`src/rtl/mem_access_stage.sv`:
```
// Memory stage after EX: one data-memory req/ack transaction per instruction, stalls EX while waiting.
// Optional DMEM_TIMEOUT_EN adds an ACCESS watchdog that drops the request and raises sticky mem_err.
module mem_access_stage #(
   parameter int DATA_W         = 32,
   parameter int TIMEOUT_CYCLES = 64
) (
   input  logic              clk,
   input  logic              rst,
   input  logic              valid_in,
   input  logic              ALU_done,
   input  logic              flush,
   input  logic              RegWrite_in,
   input  logic              MemWrite_in,
   input  logic              MemRead_in,
   input  logic              MemToReg_in,
   input  logic              MemSrc_in,
   input  logic              call_in,
   input  logic              pop_in,
   input  logic              ret_in,
   input  logic [4:0]        DestReg_in,
   input  logic [DATA_W-1:0] ALU_addr,
   input  logic [DATA_W-1:0] NON_ALU_addr,
   input  logic [DATA_W-1:0] MemWrite_data_in,
   output logic              stall_out,
   output logic              dmem_req,
   output logic              dmem_we,
   output logic [DATA_W-1:0] dmem_addr,
   output logic [DATA_W-1:0] dmem_wdata,
   input  logic              dmem_ack,
   input  logic [DATA_W-1:0] dmem_rdata,
   output logic              wb_valid,
   output logic              RegWrite_out,
   output logic [4:0]        DestReg_out,
   output logic [DATA_W-1:0] WB_data,
   output logic              ret_valid,
   output logic [DATA_W-1:0] ret_pc,
   output logic              mem_err
);

   typedef enum logic [1:0] {IDLE, PASS, ACCESS} state_t;

   state_t            state_q, state_d;
   logic              we_q, we_d, m2r_q, m2r_d, rw_q, rw_d, ret_q, ret_d, flushed_q, flushed_d;
   logic [4:0]        dest_q, dest_d;
   logic [DATA_W-1:0] alu_q, alu_d, addr_q, addr_d, wdata_q, wdata_d;
   logic              wbv_q, wbv_d, rwo_q, rwo_d, retv_q, retv_d;
   logic [4:0]        desto_q, desto_d;
   logic [DATA_W-1:0] wbd_q, wbd_d, retpc_q, retpc_d;
   logic              accept;

`ifdef DMEM_TIMEOUT_EN
   localparam int CNT_W = $clog2(TIMEOUT_CYCLES + 1);
   logic [CNT_W-1:0] cnt_q, cnt_d;
   logic             err_q, err_d;
`endif

   // call_in/pop_in only qualify the access; address, data and writeback select already encode them.
   logic unused_ok;
   assign unused_ok = call_in ^ pop_in;

   assign accept = (state_q == IDLE) && valid_in && ALU_done && !flush;

   always_comb begin
      state_d   = state_q;
      we_d      = we_q;
      m2r_d     = m2r_q;
      rw_d      = rw_q;
      ret_d     = ret_q;
      flushed_d = flushed_q;
      dest_d    = dest_q;
      alu_d     = alu_q;
      addr_d    = addr_q;
      wdata_d   = wdata_q;
      wbv_d     = 1'b0;
      rwo_d     = 1'b0;
      retv_d    = 1'b0;
      desto_d   = desto_q;
      wbd_d     = wbd_q;
      retpc_d   = retpc_q;
`ifdef DMEM_TIMEOUT_EN
      cnt_d     = cnt_q;
      err_d     = err_q;
`endif
      case (state_q)
         IDLE: begin
            if (accept) begin
               state_d   = (MemRead_in || MemWrite_in) ? ACCESS : PASS;
               we_d      = MemWrite_in;
               // A write wins over a read, so read data never reaches WB for it.
               m2r_d     = MemToReg_in && !MemWrite_in;
               rw_d      = RegWrite_in && !ret_in;
               ret_d     = ret_in;
               flushed_d = 1'b0;
               dest_d    = DestReg_in;
               alu_d     = ALU_addr;
               addr_d    = MemSrc_in ? NON_ALU_addr : ALU_addr;
               wdata_d   = MemWrite_data_in;
`ifdef DMEM_TIMEOUT_EN
               cnt_d     = '0;
`endif
            end
         end
         PASS: begin
            state_d = IDLE;
            if (!flush) begin
               wbv_d   = 1'b1;
               rwo_d   = rw_q;
               desto_d = dest_q;
               wbd_d   = alu_q;
            end
         end
         ACCESS: begin
            if (flush) flushed_d = 1'b1;
            if (dmem_ack) begin
               state_d = IDLE;
               // A squashed access still completes on the bus but leaves no architectural trace.
               if (!(flushed_q || flush)) begin
                  wbv_d   = 1'b1;
                  rwo_d   = rw_q;
                  desto_d = dest_q;
                  wbd_d   = m2r_q ? dmem_rdata : alu_q;
                  if (ret_q) begin
                     retv_d  = 1'b1;
                     retpc_d = dmem_rdata;
                  end
               end
            end
`ifdef DMEM_TIMEOUT_EN
            else if (cnt_q == CNT_W'(TIMEOUT_CYCLES - 1)) begin
               state_d = IDLE;
               err_d   = 1'b1;
            end else begin
               cnt_d = cnt_q + CNT_W'(1);
            end
`endif
         end
         default: state_d = IDLE;
      endcase
   end

   always_ff @(posedge clk) begin
      if (rst) begin
         state_q   <= IDLE;
         we_q      <= 1'b0;
         m2r_q     <= 1'b0;
         rw_q      <= 1'b0;
         ret_q     <= 1'b0;
         flushed_q <= 1'b0;
         dest_q    <= '0;
         alu_q     <= '0;
         addr_q    <= '0;
         wdata_q   <= '0;
         wbv_q     <= 1'b0;
         rwo_q     <= 1'b0;
         retv_q    <= 1'b0;
         desto_q   <= '0;
         wbd_q     <= '0;
         retpc_q   <= '0;
`ifdef DMEM_TIMEOUT_EN
         cnt_q     <= '0;
         err_q     <= 1'b0;
`endif
      end else begin
         state_q   <= state_d;
         we_q      <= we_d;
         m2r_q     <= m2r_d;
         rw_q      <= rw_d;
         ret_q     <= ret_d;
         flushed_q <= flushed_d;
         dest_q    <= dest_d;
         alu_q     <= alu_d;
         addr_q    <= addr_d;
         wdata_q   <= wdata_d;
         wbv_q     <= wbv_d;
         rwo_q     <= rwo_d;
         retv_q    <= retv_d;
         desto_q   <= desto_d;
         wbd_q     <= wbd_d;
         retpc_q   <= retpc_d;
`ifdef DMEM_TIMEOUT_EN
         cnt_q     <= cnt_d;
         err_q     <= err_d;
`endif
      end
   end

   // EX is also held while PASS drains, since only IDLE can take a new instruction.
   assign stall_out    = !rst && ((state_q == ACCESS) ||
                                  (valid_in && ((state_q == PASS) || !ALU_done)));
   assign dmem_req     = (state_q == ACCESS);
   assign dmem_we      = (state_q == ACCESS) && we_q;
   assign dmem_addr    = addr_q;
   assign dmem_wdata   = wdata_q;
   assign wb_valid     = wbv_q;
   assign RegWrite_out = rwo_q;
   assign DestReg_out  = desto_q;
   assign WB_data      = wbd_q;
   assign ret_valid    = retv_q;
   assign ret_pc       = retpc_q;
`ifdef DMEM_TIMEOUT_EN
   assign mem_err      = err_q;
`else
   assign mem_err      = 1'b0;
`endif

endmodule

```
`config.mk`:
```
export PLATFORM = sky130hd
export DESIGN_NAME = mem_access_stage
export DESIGN_NICKNAME = d
export VERILOG_FILES = /design/src/rtl/mem_access_stage.sv
export SDC_FILE = /design/constraint.sdc
export NUM_CORES = 1
export LEC_CHECK = 0
export ABC_AREA = 1
export BUFFER_PORTS_ARGS = -buffer_cell sky130_fd_sc_hd__buf_2
export CAP_MARGIN = 20
export CORE_ASPECT_RATIO = 0.6
export CORE_UTILIZATION = 45
export CTS_BUF_LIST = sky130_fd_sc_hd__clkbuf_4 sky130_fd_sc_hd__clkbuf_8
export DETAILED_ROUTE_END_ITERATION = 10
export HOLD_SLACK_MARGIN = 0.15
export PLACE_DENSITY_LB_ADDON = 0.25
export REMOVE_ABC_BUFFERS = 1
export SYNTH_ARGS = -nofsm -noshare
export SYNTH_HDL_FRONTEND = slang
export SYNTH_SLANG_ARGS = --single-unit
```
`constraint.sdc`:
```
create_clock -name clk -period 2.6 [get_ports clk]
set_input_delay 0.52 -clock clk [delete_from_list [all_inputs] [get_ports clk]]
set_output_delay 0.52 -clock clk [all_outputs]
set_load 0.02 [all_outputs]
```
==> results.toml <==
[place]
io_buffers = 283
gp_congestion = 0.813
post-dp-hpwl_um = 15500
dp_cells = 1560

[power]
power.share.sequential_pct = 48.6
power.switching_mw = 1.74
power.total_mw = 6.09
intPower_mw = 4.35
pwr-share-comb_pct = 15.4
leakage_nw = 4.67
clkPwrFrac_pct = 36.1
ir_drop_mv = 0.246
power_density_nw_per_um2 = 626
p_sw_share_pct = 28.5

[yosys]
synthTopCellsByArea = "dfxtp_1, nor2_1, nand2_1, o21ai_0, a21oi_1"
syn_area_sq_um = 7800
ys_ff_latch = 180
synth.yosys.warnings = 0
synthTopCellsByCount = "nor2_1, nand2_1, dfxtp_1"
synthArstFlopShare_pct = 0
synth_flop_cell = "dfxtp_1"
synth.most_common_cell = "nor2_1"
synth_top_area_share_pct = 46.2
synth_top_cell_by_area = "dfxtp_1"
seq_area_frac_synth_pct = 46.2
synth_edf_count = 0
synthesis.instances = 1114
syn_avg_cell_area_sq_um = 7.00
ys_types = 24

[setup_path]
cp-end-kind = "output pin"
r2r-end = "alu_q[19]$_SDFFE_PP0P_"
path_max_fanout = 21
r2r_setup_slack_ns = 0.64
setup.worst_path.class = "flop to output pin"
cp.required_ns = 2.08
rr_worst_depth = 8
critPathLaunchType = "flop"
worst_r2r_startpoint = "state_q[0]$_SDFFE_PP0P_"
arrival_ns = 1.72

[sta]
maxSlewHeadroom_pct = 54.7
setup_violations = 0
achievable-frequency_mhz = 447
finalMaxSlewViolations = 0
rsz0062_at_grt = "false"
tns_ns = 0
hold_violations = 0
period_share_pct = 86.0
clock-skew-final_ns = 0.0209
min_period_ns = 2.24
worst_slew_pin_slew_ns = 0.679

[clock_tree]
post_cts_buffers = 0
cts_root_buf = "clkbuf_8"
ctsHoldBuffers = 0
ctsHtreeMaxLevel = 4
cts_buffer_depth = 2
cts_repair_resize_count = 0
path_clk_slew_ns = 0.10
insertion_delay_ns = 0.47
clkSinkCount = 180
numCtsBuffers = 17
cts_tree = "built"

[floorplanning]
rows = 36
start_util_pct = 47.1
top_level_ports = 287
fp.coreArea_sq_um = 16600
die_area_sq_um = 17900
die_h_um = 104
die_w_um = 172

[routing]
vias = 7782
drc = 0
viasPerCell = 4.89
routedWlPerCell_um = 14.5
drt_iter0_drc = 383
finalWirelength_um = 23100
first_pass_iters = 7
antenna_left = 0

[layout]
antenna_cells = 0
post-route-util_pct = 58.7
final-instance-count-excl-fill = 1592
area_growth_pct = 24.7
fin_nets = 1501
drive_gt1_share_pct = 25.9

[global_routing]
grt-ovfl-total = 0
grt_pass1_wl_um = 36200
grtUsageTotal_pct = 25.7
antenna_found_initial = 0
grt_max_degree = 75
grt_pass1_vias = 6970

[hold_path]
hp-class = "input port to flop"
holdPathEnd = "dmem_wdata[18]$_SDFFE_PP0P_"
holdPathStages = 3
min_from = "MemWrite_data_in[18]"

[outcome]
outcome = "finished clean"

[flow_run]
drv_cap = 0
==> kinds of logic after synthesis <==
family	after synthesis	synth area share (%)
adders and majority gates	3	0.481
other	1	0.0481
AOI/OAI and AO/OA	219	14.1
DFF	180	46.2
and+or+nand+nor	533	28.2
buffers and inverters	178	11.0
==> final cells by class <==
cell class	count	area [sq um]
fillers	1656	6850
clock inverters	12	191
multi-input cells	756	3360
flip-flops and latches	180	3600
clock buffers	20	263
repair buffers	307	1680
inverters	89	342
well taps	228	285
==> power by group through the flow <==
stage | logic, mW | registers, mW | clock network [mW]
floorplan | 0.407 | 3.14 | 0
global placement | 0.923 | 3.02 | 0
CTS | 0.936 | 2.96 | 2.23
detailed placement | 0.934 | 3.02 | 0
finish | 0.935 | 2.96 | 2.20
global route | 1.05 | 2.98 | 2.35
==> state kept, by name, summed over array words and instances, names as in the netlist <==
| register | count |
|---|---|
| alu_q | 32 |
| flushed_q | 1 |
| ret_valid | 1 |
| RegWrite_out | 1 |
| we_q | 1 |
| dest_q | 5 |
| DestReg_out | 5 |
| m2r_q | 1 |
| state_q | 2 |
| ret_pc | 32 |
| rw_q | 1 |
| dmem_addr | 32 |
| ret_q | 1 |
| wb_valid | 1 |
| dmem_wdata | 32 |
| WB_data | 32 |
==> worst max-delay path: stages (launching register included) <==
cell,delay [ns]
dfxtp_1,0.34
inv_1,0.09
ha_2,0.27
buf_4,0.28
nand2_1,0.07
inv_1,0.05
buf_2,0.15
==> worst max path at each step <==
stage / startpoint / endpoint / slack [ns] / cells past startpoint
global placement: flush / WB_data[8]$_SDFFE_PP0P_ / 0.56 / 8
detailed placement: flush / WB_data[8]$_SDFFE_PP0P_ / 0.57 / 8
global route: state_q[0]$_SDFFE_PP0P_ / dmem_we / 0.23 / 6
CTS: state_q[0]$_SDFFE_PP0P_ / dmem_we / 0.35 / 6
finish: state_q[0]$_SDFFE_PP0P_ / dmem_we / 0.36 / 6
floorplan: state_q[0]$_SDFFE_PP0P_ / WB_data[0]$_SDFFE_PP0P_ / -0.95 / 8
==> routing by layer <==
layer / vias to the layer above / GRT usage, % / routed length (um)
li1: 4033 / - / -
met1: 3434 / 34.8 / 10800
met2: 302 / 40.1 / 10000
met3: 13 / 7.15 / 2130
met4: 0 / 6.45 / 174
met5: - / 0 / 0
==> per-stage QoR <==
step           instance area, sq um  hold slack (ns)  setup WS (ns)
2_1_floorplan                  7280            0.415         -0.945
3_3_place_gp                   9270            0.427          0.564
3_5_place_dp                   9270            0.428          0.573
4_1_cts                        9730            0.273          0.350
5_1_grt                        9730            0.274          0.235
6_report                       9730            0.298          0.363
==> cells in the final DEF, fill, tap and decap left out <==
cell / n
clkinv_4: 3
ha_2: 1
nand4_1: 33
buf_2: 283
clkinvlp_4: 1
inv_4: 1
inv_8: 1
nor2_2: 2
nor2_1: 239
buf_4: 17
ha_1: 2
buf_12: 7
o21ai_0: 134
clkbuf_4: 2
clkbuf_8: 18
bufinv_16: 4
inv_1: 86
nand2_1: 182
nand3_2: 2
nand2_2: 1
nand2_4: 1
a21oi_1: 78
o21ai_1: 6
inv_6: 4
dfxtp_1: 179
dfxtp_2: 1
a21oi_2: 1
nand3_1: 71
nor2_4: 2
conb_1: 1
inv_2: 1
(Power assumes the default switching activity.)
